File: src/rtl/sa_pkg.sv
// Shared types and helpers for the systolic-array edge feeder.
// Holds the feeder FSM state encoding, the default element width and the lane slicing helper.
// Imported by the feeder top and anything that needs to address lanes of a packed slice.
package sa_pkg;

  localparam int DATA_WIDTH_DEF = 16;

  typedef enum logic [1:0] {
    IDLE   = 2'd0,
    STREAM = 2'd1,
    FLUSH  = 2'd2,
    DONE   = 2'd3
  } feeder_state_e;

  // Bit offset of lane 'lane' inside a packed N*dw slice (lane 0 in the LSBs).
  function automatic int lane_lsb(input int lane, input int dw);
    return lane * dw;
  endfunction

endpackage

File: src/rtl/skew_line.sv
// Fixed-depth delay line for one edge lane of the systolic array.
// Latency DEPTH cycles; DEPTH=0 is a plain wire.
// No backpressure: shifts every cycle, async reset clears every stage.
module skew_line #(
  parameter int DATA_WIDTH = 16,
  parameter int DEPTH      = 0
) (
  input  logic                  clk,
  input  logic                  rst,
  input  logic [DATA_WIDTH-1:0] d_i,
  output logic [DATA_WIDTH-1:0] q_o
);

  if (DEPTH == 0) begin : g_wire
    // Clock and reset have no load in the zero-depth lane.
    logic unused_clk_rst;
    assign unused_clk_rst = clk ^ rst;
    assign q_o = d_i;
  end else begin : g_shift
    logic [DATA_WIDTH-1:0] stage_q [DEPTH];
    logic [DATA_WIDTH-1:0] stage_d [DEPTH];

    // Next-state of the shift chain: new value enters stage 0, others move one step.
    always_comb begin
      stage_d[0] = d_i;
      for (int s = 1; s < DEPTH; s++) begin
        stage_d[s] = stage_q[s-1];
      end
    end

    // Stage registers; reset drains the lane to zero immediately.
    always_ff @(posedge clk or posedge rst) begin
      if (rst) begin
        for (int s = 0; s < DEPTH; s++) begin
          stage_q[s] <= '0;
        end
      end else begin
        for (int s = 0; s < DEPTH; s++) begin
          stage_q[s] <= stage_d[s];
        end
      end
    end

    assign q_o = stage_q[DEPTH-1];
  end

endmodule

File: src/rtl/sa_edge_feeder.sv
// Edge feeder for the N x N systolic array: skews A rows / B columns and sequences acc_en per command.
// Lane i of a_o/b_o lags the accepted beat by i+1 cycles; done follows the last beat by 2*N-1 flush cycles.
// in_ready is high only while streaming; idle cycles inside a stream inject zeros into the lanes.
module sa_edge_feeder
  import sa_pkg::*;
#(
  parameter int DATA_WIDTH = DATA_WIDTH_DEF,
  parameter int N          = 4,
  parameter int K_MAX      = 256,
  parameter int CNT_WIDTH  = $clog2(K_MAX + 1)
) (
  input  logic                    clk,
  input  logic                    rst,
  input  logic                    start,
  input  logic [CNT_WIDTH-1:0]    k_len,
  input  logic                    in_valid,
  output logic                    in_ready,
  input  logic [N*DATA_WIDTH-1:0] in_a,
  input  logic [N*DATA_WIDTH-1:0] in_b,
  output logic [N*DATA_WIDTH-1:0] a_o,
  output logic [N*DATA_WIDTH-1:0] b_o,
  output logic                    acc_en_o,
  output logic                    busy,
  output logic                    done
);

  // Skew across the edge plus hops across the grid plus the mac stage.
  localparam int FLUSH_CYC = 2 * N - 1;
  localparam int FCW       = $clog2(FLUSH_CYC + 1);

  feeder_state_e          state_q, state_d;
  logic [CNT_WIDTH-1:0]   klen_q, klen_d;
  logic [CNT_WIDTH-1:0]   beat_cnt_q, beat_cnt_d;
  logic [FCW-1:0]         flush_cnt_q, flush_cnt_d;
  logic                   acc_en_q, acc_en_d;
  logic [N*DATA_WIDTH-1:0] entry_a_q, entry_a_d;
  logic [N*DATA_WIDTH-1:0] entry_b_q, entry_b_d;
  logic [CNT_WIDTH-1:0]   k_len_sat;
  logic                   beat_acc;

  assign in_ready = (state_q == STREAM);
  assign busy     = (state_q == STREAM) || (state_q == FLUSH);
  assign done     = (state_q == DONE);
  assign acc_en_o = acc_en_q;
  assign beat_acc = in_valid && in_ready;

  // Command sequencing: beat counting in STREAM, fixed-length drain in FLUSH.
  always_comb begin
    state_d     = state_q;
    klen_d      = klen_q;
    beat_cnt_d  = beat_cnt_q;
    flush_cnt_d = flush_cnt_q;
    k_len_sat   = (k_len > CNT_WIDTH'(K_MAX)) ? CNT_WIDTH'(K_MAX) : k_len;
    case (state_q)
      IDLE: begin
        if (start) begin
          klen_d      = k_len_sat;
          beat_cnt_d  = '0;
          flush_cnt_d = '0;
          state_d     = (k_len_sat == '0) ? DONE : STREAM;
        end
      end
      STREAM: begin
        if (in_valid) begin
          beat_cnt_d = beat_cnt_q + CNT_WIDTH'(1);
          if (beat_cnt_d == klen_q) begin
            state_d     = FLUSH;
            flush_cnt_d = '0;
          end
        end
      end
      FLUSH: begin
        flush_cnt_d = flush_cnt_q + FCW'(1);
        if (flush_cnt_q == FCW'(FLUSH_CYC - 1)) begin
          state_d = DONE;
        end
      end
      DONE: begin
        state_d = IDLE;
      end
      default: begin
        state_d = IDLE;
      end
    endcase
    acc_en_d  = (state_d == STREAM) || (state_d == FLUSH);
    entry_a_d = beat_acc ? in_a : '0;
    entry_b_d = beat_acc ? in_b : '0;
  end

  // Control and entry-stage registers; reset aborts any command in flight.
  always_ff @(posedge clk or posedge rst) begin
    if (rst) begin
      state_q     <= IDLE;
      klen_q      <= '0;
      beat_cnt_q  <= '0;
      flush_cnt_q <= '0;
      acc_en_q    <= 1'b0;
      entry_a_q   <= '0;
      entry_b_q   <= '0;
    end else begin
      state_q     <= state_d;
      klen_q      <= klen_d;
      beat_cnt_q  <= beat_cnt_d;
      flush_cnt_q <= flush_cnt_d;
      acc_en_q    <= acc_en_d;
      entry_a_q   <= entry_a_d;
      entry_b_q   <= entry_b_d;
    end
  end

  // Lane i gets i extra stages so element k reaches pe[i][j] in step with its partner.
  for (genvar i = 0; i < N; i++) begin : g_lane
    skew_line #(.DATA_WIDTH(DATA_WIDTH), .DEPTH(i)) u_skew_a (
      .clk (clk),
      .rst (rst),
      .d_i (entry_a_q[lane_lsb(i, DATA_WIDTH) +: DATA_WIDTH]),
      .q_o (a_o[lane_lsb(i, DATA_WIDTH) +: DATA_WIDTH])
    );
    skew_line #(.DATA_WIDTH(DATA_WIDTH), .DEPTH(i)) u_skew_b (
      .clk (clk),
      .rst (rst),
      .d_i (entry_b_q[lane_lsb(i, DATA_WIDTH) +: DATA_WIDTH]),
      .q_o (b_o[lane_lsb(i, DATA_WIDTH) +: DATA_WIDTH])
    );
  end

endmodule

File: config.mk
export PLATFORM = sky130hd
export DESIGN_NAME = sa_edge_feeder
export DESIGN_NICKNAME = d
export VERILOG_FILES = /design/src/rtl/sa_pkg.sv /design/src/rtl/skew_line.sv /design/src/rtl/sa_edge_feeder.sv
export SDC_FILE = /design/constraint.sdc
export NUM_CORES = 1
export LEC_CHECK = 0
export ABC_AREA = 1
export CAP_MARGIN = 20
export CORE_UTILIZATION = 40
export CTS_CLUSTER_DIAMETER = 50
export DETAILED_ROUTE_END_ITERATION = 6
export PLACE_DENSITY_LB_ADDON = 0.1
export SLEW_MARGIN = 20
export SYNTH_ARGS = -nofsm -noshare
export SYNTH_HDL_FRONTEND = slang
export SYNTH_HIERARCHICAL = 1
export SYNTH_SLANG_ARGS = --single-unit
File: constraint.sdc
create_clock -name clk -period 5.5 [get_ports clk]
set_clock_uncertainty 0.15 [all_clocks]
set_input_delay 1.375 -clock clk [delete_from_list [all_inputs] [get_ports clk]]
set_output_delay 1.375 -clock clk [all_outputs]
set_load 0.05 [all_outputs]
==> results of run 1 <==
state kept, by name, indices dropped and copies added, names as in the netlist, 9 cells and up:
name / cells
beat_cnt_q: 9
entry_b_q: 64
g_lane.u_skew_a/g_shift.stage_d: 48
g_lane.u_skew_b/g_shift.stage_d: 48
klen_q: 9
g_lane.u_skew_b/q_o: 48
entry_a_q: 64
g_lane.u_skew_a/q_o: 48
worst reg2reg max path, stage by stage, from the launching register on:
cell and delay, ps:
sky130_fd_sc_hd__dfrtp_1 400, sky130_fd_sc_hd__inv_1 120, sky130_fd_sc_hd__ha_1 400, sky130_fd_sc_hd__nand2_4 550, sky130_fd_sc_hd__o21a_1 320, sky130_fd_sc_hd__nor2_1 430, sky130_fd_sc_hd__nand3_1 120, sky130_fd_sc_hd__o21ai_0 100
report_power, final:
| part | total, W | internal [W] | switching [W] |
|---|---|---|---|
| clock | 0.00247 | 0.00150 | 0.000965 |
| combinational | 0.00132 | 0.000436 | 0.000883 |
| sequential | 0.00295 | 0.00285 | 0.000107 |
placed cells by master (no fill, tap or decap), drive strengths merged, types with 2 or more instances in the layout:
| cell | count |
|---|---|
| dfrtp | 344 |
| clkdlybuf4s50 | 272 |
| inv | 175 |
| nor2 | 144 |
| nand2 | 62 |
| clkbuf | 56 |
| nand3 | 20 |
| o22ai | 13 |
| o21ai | 10 |
| ha | 7 |
| buf | 7 |
| clkinv | 5 |
| a21oi | 3 |
| clkinvlp | 3 |
| nand4 | 2 |
| bufinv | 2 |
kinds of logic after synthesis:
logic type | count (synthesis)
AOI/OAI and AO/OA | 29
adders and majority gates | 7
buffers and inverters | 219
DFF | 344
and+or+nand+nor | 231
xor gates and xnor gates | 1
routing by layer:
metal / vias up / routed length, µm
met3: 48 / 1960
li1: 2939 / -
met2: 211 / 9590
met5: - / 69
met1: 2953 / 9000
met4: 10 / 444
cell type report:
| class | instances | area, µm² | share of cell area, % |
|---|---|---|---|
| sequential | 344 | 8610 | 57.5 |
| timing repair buffer | 279 | 2830 | 18.9 |
| multi-input combinational | 268 | 1230 | 8.19 |
| clock buffer | 56 | 1110 | 7.41 |
| inverter | 173 | 653 | 4.36 |
| tap | 335 | 419 | 2.80 |
| clock inverter | 12 | 136 | 0.910 |
| antenna | 1 | 2.50 | 0.0167 |
path summary, 6_finish.rpt:
path                                              start                              endpoint  slack, ps  cells after the start
worst max-delay path               state_q[1]$_DFF_PP0_                              in_ready       1670                      3
worst min-delay path            entry_a_q[28]$_DFF_PP0_  g_lane[1].u_skew_a/q_o[12]$_DFF_PP0_        180                      0
worst max register to register     state_q[1]$_DFF_PP0_             beat_cnt_q[3]$_DFFE_PP0P_       2850                      7
worst min register to register  entry_a_q[28]$_DFF_PP0_  g_lane[1].u_skew_a/q_o[12]$_DFF_PP0_        180                      0
max in group asynchronous                           rst               entry_a_q[28]$_DFF_PP0_       2940                      4
min in group asynchronous                           rst  g_lane[3].u_skew_a/q_o[15]$_DFF_PP0_       1230                      2
metrics by stage:
step	total power (W)	cell area, µm²	hold slack (ps)
floorplan	0.00385	10800	181
global placement	0.00431	13700	181
detailed placement	0.00432	13700	185
CTS	0.00683	15000	183
global route	0.00705	15000	186
finish	0.00674	15000	179
==> metrics.log, run 1 <==
INFO  metric maximum_number_of_pins_on_one_net_before_global_route_repair = 80
INFO  metric critPathArrivalTime = approximately 2300 ps
INFO  metric synth_area = roughly 0.011 mm²
INFO  metric synth_top_cells_by_count = 344 x sky130_fd_sc_hd__dfrtp_1, 172 x sky130_fd_sc_hd__inv_1, 138 x sky130_fd_sc_hd__nor2_1
INFO  metric worst_ep_required_time = about 4000 ps
INFO  metric min-delay-path-class = reg2reg
INFO  metric cellLeakagePower = ~7.8 nW
INFO  metric design.die.area = around 0.028 mm²
INFO  metric synth-xor-area-share = less than 1%
INFO  metric crit_fanout = 8
INFO  metric track_usage = between 10% and 20%
INFO  metric initial_core_util = between 40% and 50%
INFO  metric place_ws = 1850 ps
INFO  metric slowest_stage = sky130_fd_sc_hd__clkdlybuf4s50_1
INFO  metric maxCapViolations = 0
INFO  metric fraction_of_synthesized_cell_area_taken_by_the_top_area_cell_type = about four fifths
INFO  metric timing_max_transition_violations_final = 0
INFO  metric syn_area_per_cell = ~13 µm²
INFO  metric muxShareOfSynthArea = 0%
INFO  metric numClockSinks = around 340
INFO  metric startpoint_type = flop
INFO  metric outcome = complete, but fails checks
INFO  metric drive_gt1_share = 7.60%
INFO  metric finalWorstSetupSlack = approximately 1700 ps
INFO  metric post_drt_via_cell_ratio = ~4.2
INFO  metric post_synthesis_share_of_cell_area_spent_on_and_or_nand_and_nor_gates = 8.84%
INFO  metric antenna_found_initial = 6
INFO  metric boundaryPins = 273
INFO  metric die_y = between 150 and 200 µm
INFO  metric synth_compound_area_share = between 1.5 and 2%
INFO  metric fin_nets = approximately 1300
INFO  metric tns = 0 ps
INFO  metric critical_path_class = reg2out
INFO  metric cts_hold_buf = 0
INFO  metric drt_drc_violations_left = 20
INFO  metric use_met2 = 24.5%
INFO  metric critical_path_cell_by_cell = inv_1, ha_1, clkdlybuf4s50_1
INFO  metric synth_fp_nets = 979
INFO  metric clock_tree.root_cell = sky130_fd_sc_hd__clkbuf_16
INFO  metric wire_length_of_the_first_global_routing_pass = around 34 mm
INFO  metric cts_max_path_buffers = 3
INFO  metric cts_repair_resize_count = 0
INFO  metric yosys.cell_count.top_type = sky130_fd_sc_hd__dfrtp_1
INFO  metric synth_fa_ha_area_share = less than 1%
INFO  metric ys_top_cells_by_area = sky130_fd_sc_hd__dfrtp_1 80%, sky130_fd_sc_hd__inv_1 6.0%, sky130_fd_sc_hd__nor2_1 4.8%
INFO  metric final-setup-viol-count = 0
INFO  metric final_antenna_net_count = 0
INFO  metric htreeDepth = 2
INFO  metric postRouteWirelength = ~21 mm
INFO  metric grt_pass1_vias = approximately 6300
INFO  metric synthToLayoutAreaGrowth = 39.1%
INFO  metric final_period_minus_worst_setup_slack = ~3800 ps
INFO  metric drt-wirelength-per-cell = between 10 and 15 µm
INFO  metric use_met1 = between 20 and 25%
INFO  metric drt_pre_antenna_iters = 7
INFO  metric timing.critical_path.slowest_cell_delay = 890 ps
INFO  metric synth_top_flop_cell = sky130_fd_sc_hd__dfrtp_1
INFO  metric globalRouteOverflowTotal = 0
INFO  metric layout.filler_cells = 2170
INFO  metric die_width = between 150 and 200 µm
INFO  metric cellPowerDensity = ~450 mW/mm²
INFO  metric placed_cells = around 1400
INFO  metric clock_latency = ~500 ps
INFO  metric critPathCaptureType = output pin
INFO  metric synth_edf_count = 0
INFO  metric busiest_metal_layer_after_global_routing = met2
INFO  metric violations = design-rule violations
INFO  metric fmaxAchievable = 261 MHz
INFO  metric syn-instance-count = roughly 830
INFO  metric worst_max_slew_pin_slew = 938 ps
INFO  metric numPortBuffers = around 270
INFO  metric yosys.area.top_type = sky130_fd_sc_hd__dfrtp_1
INFO  metric final.period_utilization = a little over two thirds
INFO  metric standard_cell_row_count = just under 60
INFO  metric cts_made_buffers = 38
INFO  metric crit_buf_inv = 2
INFO  metric core = about 0.026 mm²
INFO  metric post-cts-setup-buffers = 0
INFO  metric main_combinational_cell_family_by_area_after_synthesis = simple AND/OR/NAND/NOR gates
INFO  metric ir_worst_vdd = between 0.2 and 0.3 mV
INFO  metric number_of_unique_standard_cell_types_used_by_synthesis = 26
INFO  metric synth_warnings = 6
INFO  metric tritoncts = done
INFO  metric synth-seq-area-share = ~80%
INFO  metric dr_total_vias = 6161
INFO  metric place_hpwl = approximately 14 mm
INFO  metric dr.first_iter.drc_count = 350
INFO  metric synth.ff_latch_count = about 340
INFO  metric grt_setup_unrepaired = no
INFO  metric cp_top_family = buffers and inverters
INFO  metric final_core_utilization = approximately 57%
INFO  metric max-slew-margin-rel = between 30% and 40%
INFO  metric post_route_insts_no_fill = 1468
INFO  metric routability_congestion = a little under 0.8
INFO  metric async_reset_ff_share = 100%
INFO  metric grt_util_met3 = under 10%
INFO  metric final_hold_viol_count = 0
INFO  metric clkTransAtPathRegs = around 60 ps
Power figures use the tool's default switching activity.
==> inputs of run 2 (changes only) <==
Clock period 5.5 ns to 3.7 ns, I/O delays scaled along.
==> run 2 against run 1 <==
The run still ends with design-rule violations left. Clock-buffer cell count did not move. First-iteration DRC count fell by 9.4%. Flip-flop and latch count did not move. Via count fell by 0.83%. Utilization rose by 0.17 points. Register-to-register slack got worse by 1300 ps. Worst hold slack improved by 10 ps. Global-route usage rose by 0.092 points. Combinational power rose by 48%. Sequential share of layout area fell by 0.17 points. Setup slack got worse by 1300 ps. Critical endpoint unchanged. Largest cell class unchanged. Largest power group unchanged.
==> metrics.log, run 2 (synthesized netlist as in run 1, its figures left out) <==
INFO  metric standard_cell_row_count = 59 (unchanged)
INFO  metric cts_made_buffers = 38 (unchanged)
INFO  metric die_y = 166 µm (unchanged)
INFO  metric drt_drc_violations_left = 38 (+90%)
INFO  metric final-setup-viol-count = 0 (unchanged)
INFO  metric clock_latency = 500 ps (about the same)
INFO  metric place_hpwl = 13.9 mm (-3.9%)
INFO  metric final_hold_viol_count = 0 (unchanged)
INFO  metric cts_max_path_buffers = 3 (unchanged)
INFO  metric setup.worst_path.start = state_q[1]$_DFF_PP0_
INFO  metric worst_r2r_startpoint = beat_cnt_q[0]$_DFFE_PP0P_
INFO  metric numClockSinks = 344 (unchanged)
INFO  metric max-slew-margin-rel = 54.4% (+17 points)
INFO  metric dr_total_vias = 6110 (-0.83%)
INFO  metric cts_hold_buf = 0 (unchanged)
INFO  metric worst_ep_required_time = 2620 ps (-1350 ps)
INFO  metric clock_tree.root_cell = sky130_fd_sc_hd__clkbuf_16
INFO  metric drt_pre_antenna_iters = 7 (unchanged)
INFO  metric design.die.area = 0.0276 mm² (unchanged)
INFO  metric critical_path_class = reg2out
INFO  metric final_antenna_net_count = 0 (unchanged)
INFO  metric htreeDepth = 2 (unchanged)
INFO  metric outcome = complete, but fails checks
INFO  metric violations = design-rule violations
INFO  metric timing_max_transition_violations_final = 0 (unchanged)
INFO  metric tns = 0 ps (unchanged)
INFO  metric maximum_number_of_pins_on_one_net_before_global_route_repair = 129 (+61%)
INFO  metric fin_nets = 1253 (+0.080%)
INFO  metric dr.first_iter.drc_count = 317 (-9.4%)
INFO  metric drive_gt1_share = 7.96% (+0.36 points)
INFO  metric fmaxAchievable = about 300 MHz
INFO  metric wire_length_of_the_first_global_routing_pass = 34.0 mm (+0.61%)
INFO  metric worst_setup_path_endpoint = in_ready
INFO  metric min-delay-path-class = reg2reg
INFO  metric boundaryPins = 273 (unchanged)
INFO  metric endpoint_of_the_worst_register_to_register_path = acc_en_o$_DFF_PP0_
INFO  metric critPathArrivalTime = 2280 ps (-30 ps)
INFO  metric post_drt_via_cell_ratio = 4.16 (-0.90%)
INFO  metric worst_max_slew_pin_slew = 683 ps (-256 ps)
INFO  metric critPathCaptureType = output pin
INFO  metric worst-r2r-cell-count = 16 (+9)
INFO  metric track_usage = 15.9% (+0.092 points)
INFO  metric cts_repair_resize_count = 0 (unchanged)
INFO  metric reg2reg_setup_slack = 1570 ps (-1280 ps)
INFO  metric final_period_minus_worst_setup_slack = approximately 3400 ps
INFO  metric post-cts-setup-buffers = 0 (unchanged)
INFO  metric ir_worst_vdd = 0.443 mV (+66%)
INFO  metric synthToLayoutAreaGrowth = 39.5%
INFO  metric tritoncts = done
INFO  metric crit_fanout = 8 (unchanged)
INFO  metric startpoint_of_the_most_critical_hold_path = entry_a_q[57]$_DFF_PP0_
INFO  metric routability_congestion = 0.792 (+2.0%)
INFO  metric mostFrequentLayoutCells = 344 x sky130_fd_sc_hd__dfrtp_1, 272 x sky130_fd_sc_hd__clkdlybuf4s50_1, 169 x sky130_fd_sc_hd__inv_1, 138 x sky130_fd_sc_hd__nor2_1, 54 x sky130_fd_sc_hd__nand2_1
INFO  metric grt_setup_unrepaired = no
INFO  metric core = 0.0262 mm² (unchanged)
INFO  metric cellLeakagePower = 7.86 nW (+0.32%)
INFO  metric globalRouteOverflowTotal = 0 (unchanged)
INFO  metric largest_registers_in_the_final_layout = entry_a_q (64), entry_b_q (64)
INFO  metric cellPowerDensity = 673 mW/mm² (+50%)
INFO  metric initial_core_util = 41.1% (unchanged)
INFO  metric maxCapViolations = 0 (unchanged)
INFO  metric die_width = 166 µm (unchanged)
INFO  metric final.period_utilization = about nine tenths
INFO  metric antenna_found_initial = 6 (unchanged)
INFO  metric mostFrequentLayoutCell = sky130_fd_sc_hd__dfrtp_1
INFO  metric postRouteWirelength = 21.0 mm (-0.38%)
INFO  metric placed_area = 0.0137 mm² (about the same)
INFO  metric clkTransAtPathRegs = 60 ps (about the same)
INFO  metric numPortBuffers = 272 (unchanged)
INFO  metric startpoint_type = flop
INFO  metric finish.instance_area = 0.0150 mm² (+0.29%)
INFO  metric grt_pass1_vias = 6319 (-0.063%)
INFO  metric drt-wirelength-per-cell = 14.3 µm (-0.45%)
run 2: worst min-delay path by stage:
stage | slack (ps) | cells after the start | to
2_1_floorplan | 180 | 0 | g_lane[1].u_skew_a/q_o[0]$_DFF_PP0_
3_3_place_gp | 180 | 0 | g_lane[3].u_skew_a/q_o[15]$_DFF_PP0_
3_5_place_dp | 180 | 0 | g_lane[1].u_skew_a/q_o[10]$_DFF_PP0_
4_1_cts | 180 | 0 | g_lane[2].u_skew_b/q_o[1]$_DFF_PP0_
5_1_grt | 190 | 0 | g_lane[1].u_skew_b/q_o[1]$_DFF_PP0_
6_report | 190 | 0 | g_lane[3].u_skew_a/g_shift.stage_d[25]$_DFF_PP0_
run 2: report_power, final:
part	internal (W)	switching, W
combinational	0.000648	0.00130
sequential	0.00423	0.000152
clock	0.00232	0.00145
total	0.00720	0.00290
run 2: layout make-up:
class                      count  area (µm²)
inverter                     173         653
fill                        2169       11200
sequential                   344        8610
tap                          335         419
clock buffer                  56        1160
timing repair buffer         280        2810
clock inverter                10         143
antenna                        3        7.51
multi-input combinational    268        1230
run 2: routing by layer:
layer	vias up	GRT usage, %	share of wire (%)
li1	2941	-	-
met1	2908	20.5	41
met4	10	5.57	2.5
met2	206	24.5	46
met3	45	6.43	9.8
met5	-	0	0.31
run 2: stage by stage:
step	hold slack, ps	util, %	instances	setup WS (ps)	total power, W
floorplan	181	-	831	708	0.00573
global placement	181	52.3	1400	882	0.00640
detailed placement	185	52.3	1400	863	0.00643
CTS	183	57.3	1466	305	0.0103
global route	192	57.3	1466	233	0.0106
finish	190	57.3	1469	342	0.0101
run 2: critical path, cell delays in order (launching register included):
cell and delay [ps]:
sky130_fd_sc_hd__dfrtp_1 390, sky130_fd_sc_hd__inv_1 120, sky130_fd_sc_hd__ha_1 380, sky130_fd_sc_hd__clkdlybuf4s50_1 890
==> inputs of run 3 (changes only) <==
Settings changed: CAP_MARGIN 20 to unset.
==> results of run 3 <==
No change in the layout: final DEF, timing and power equal those of run 2.
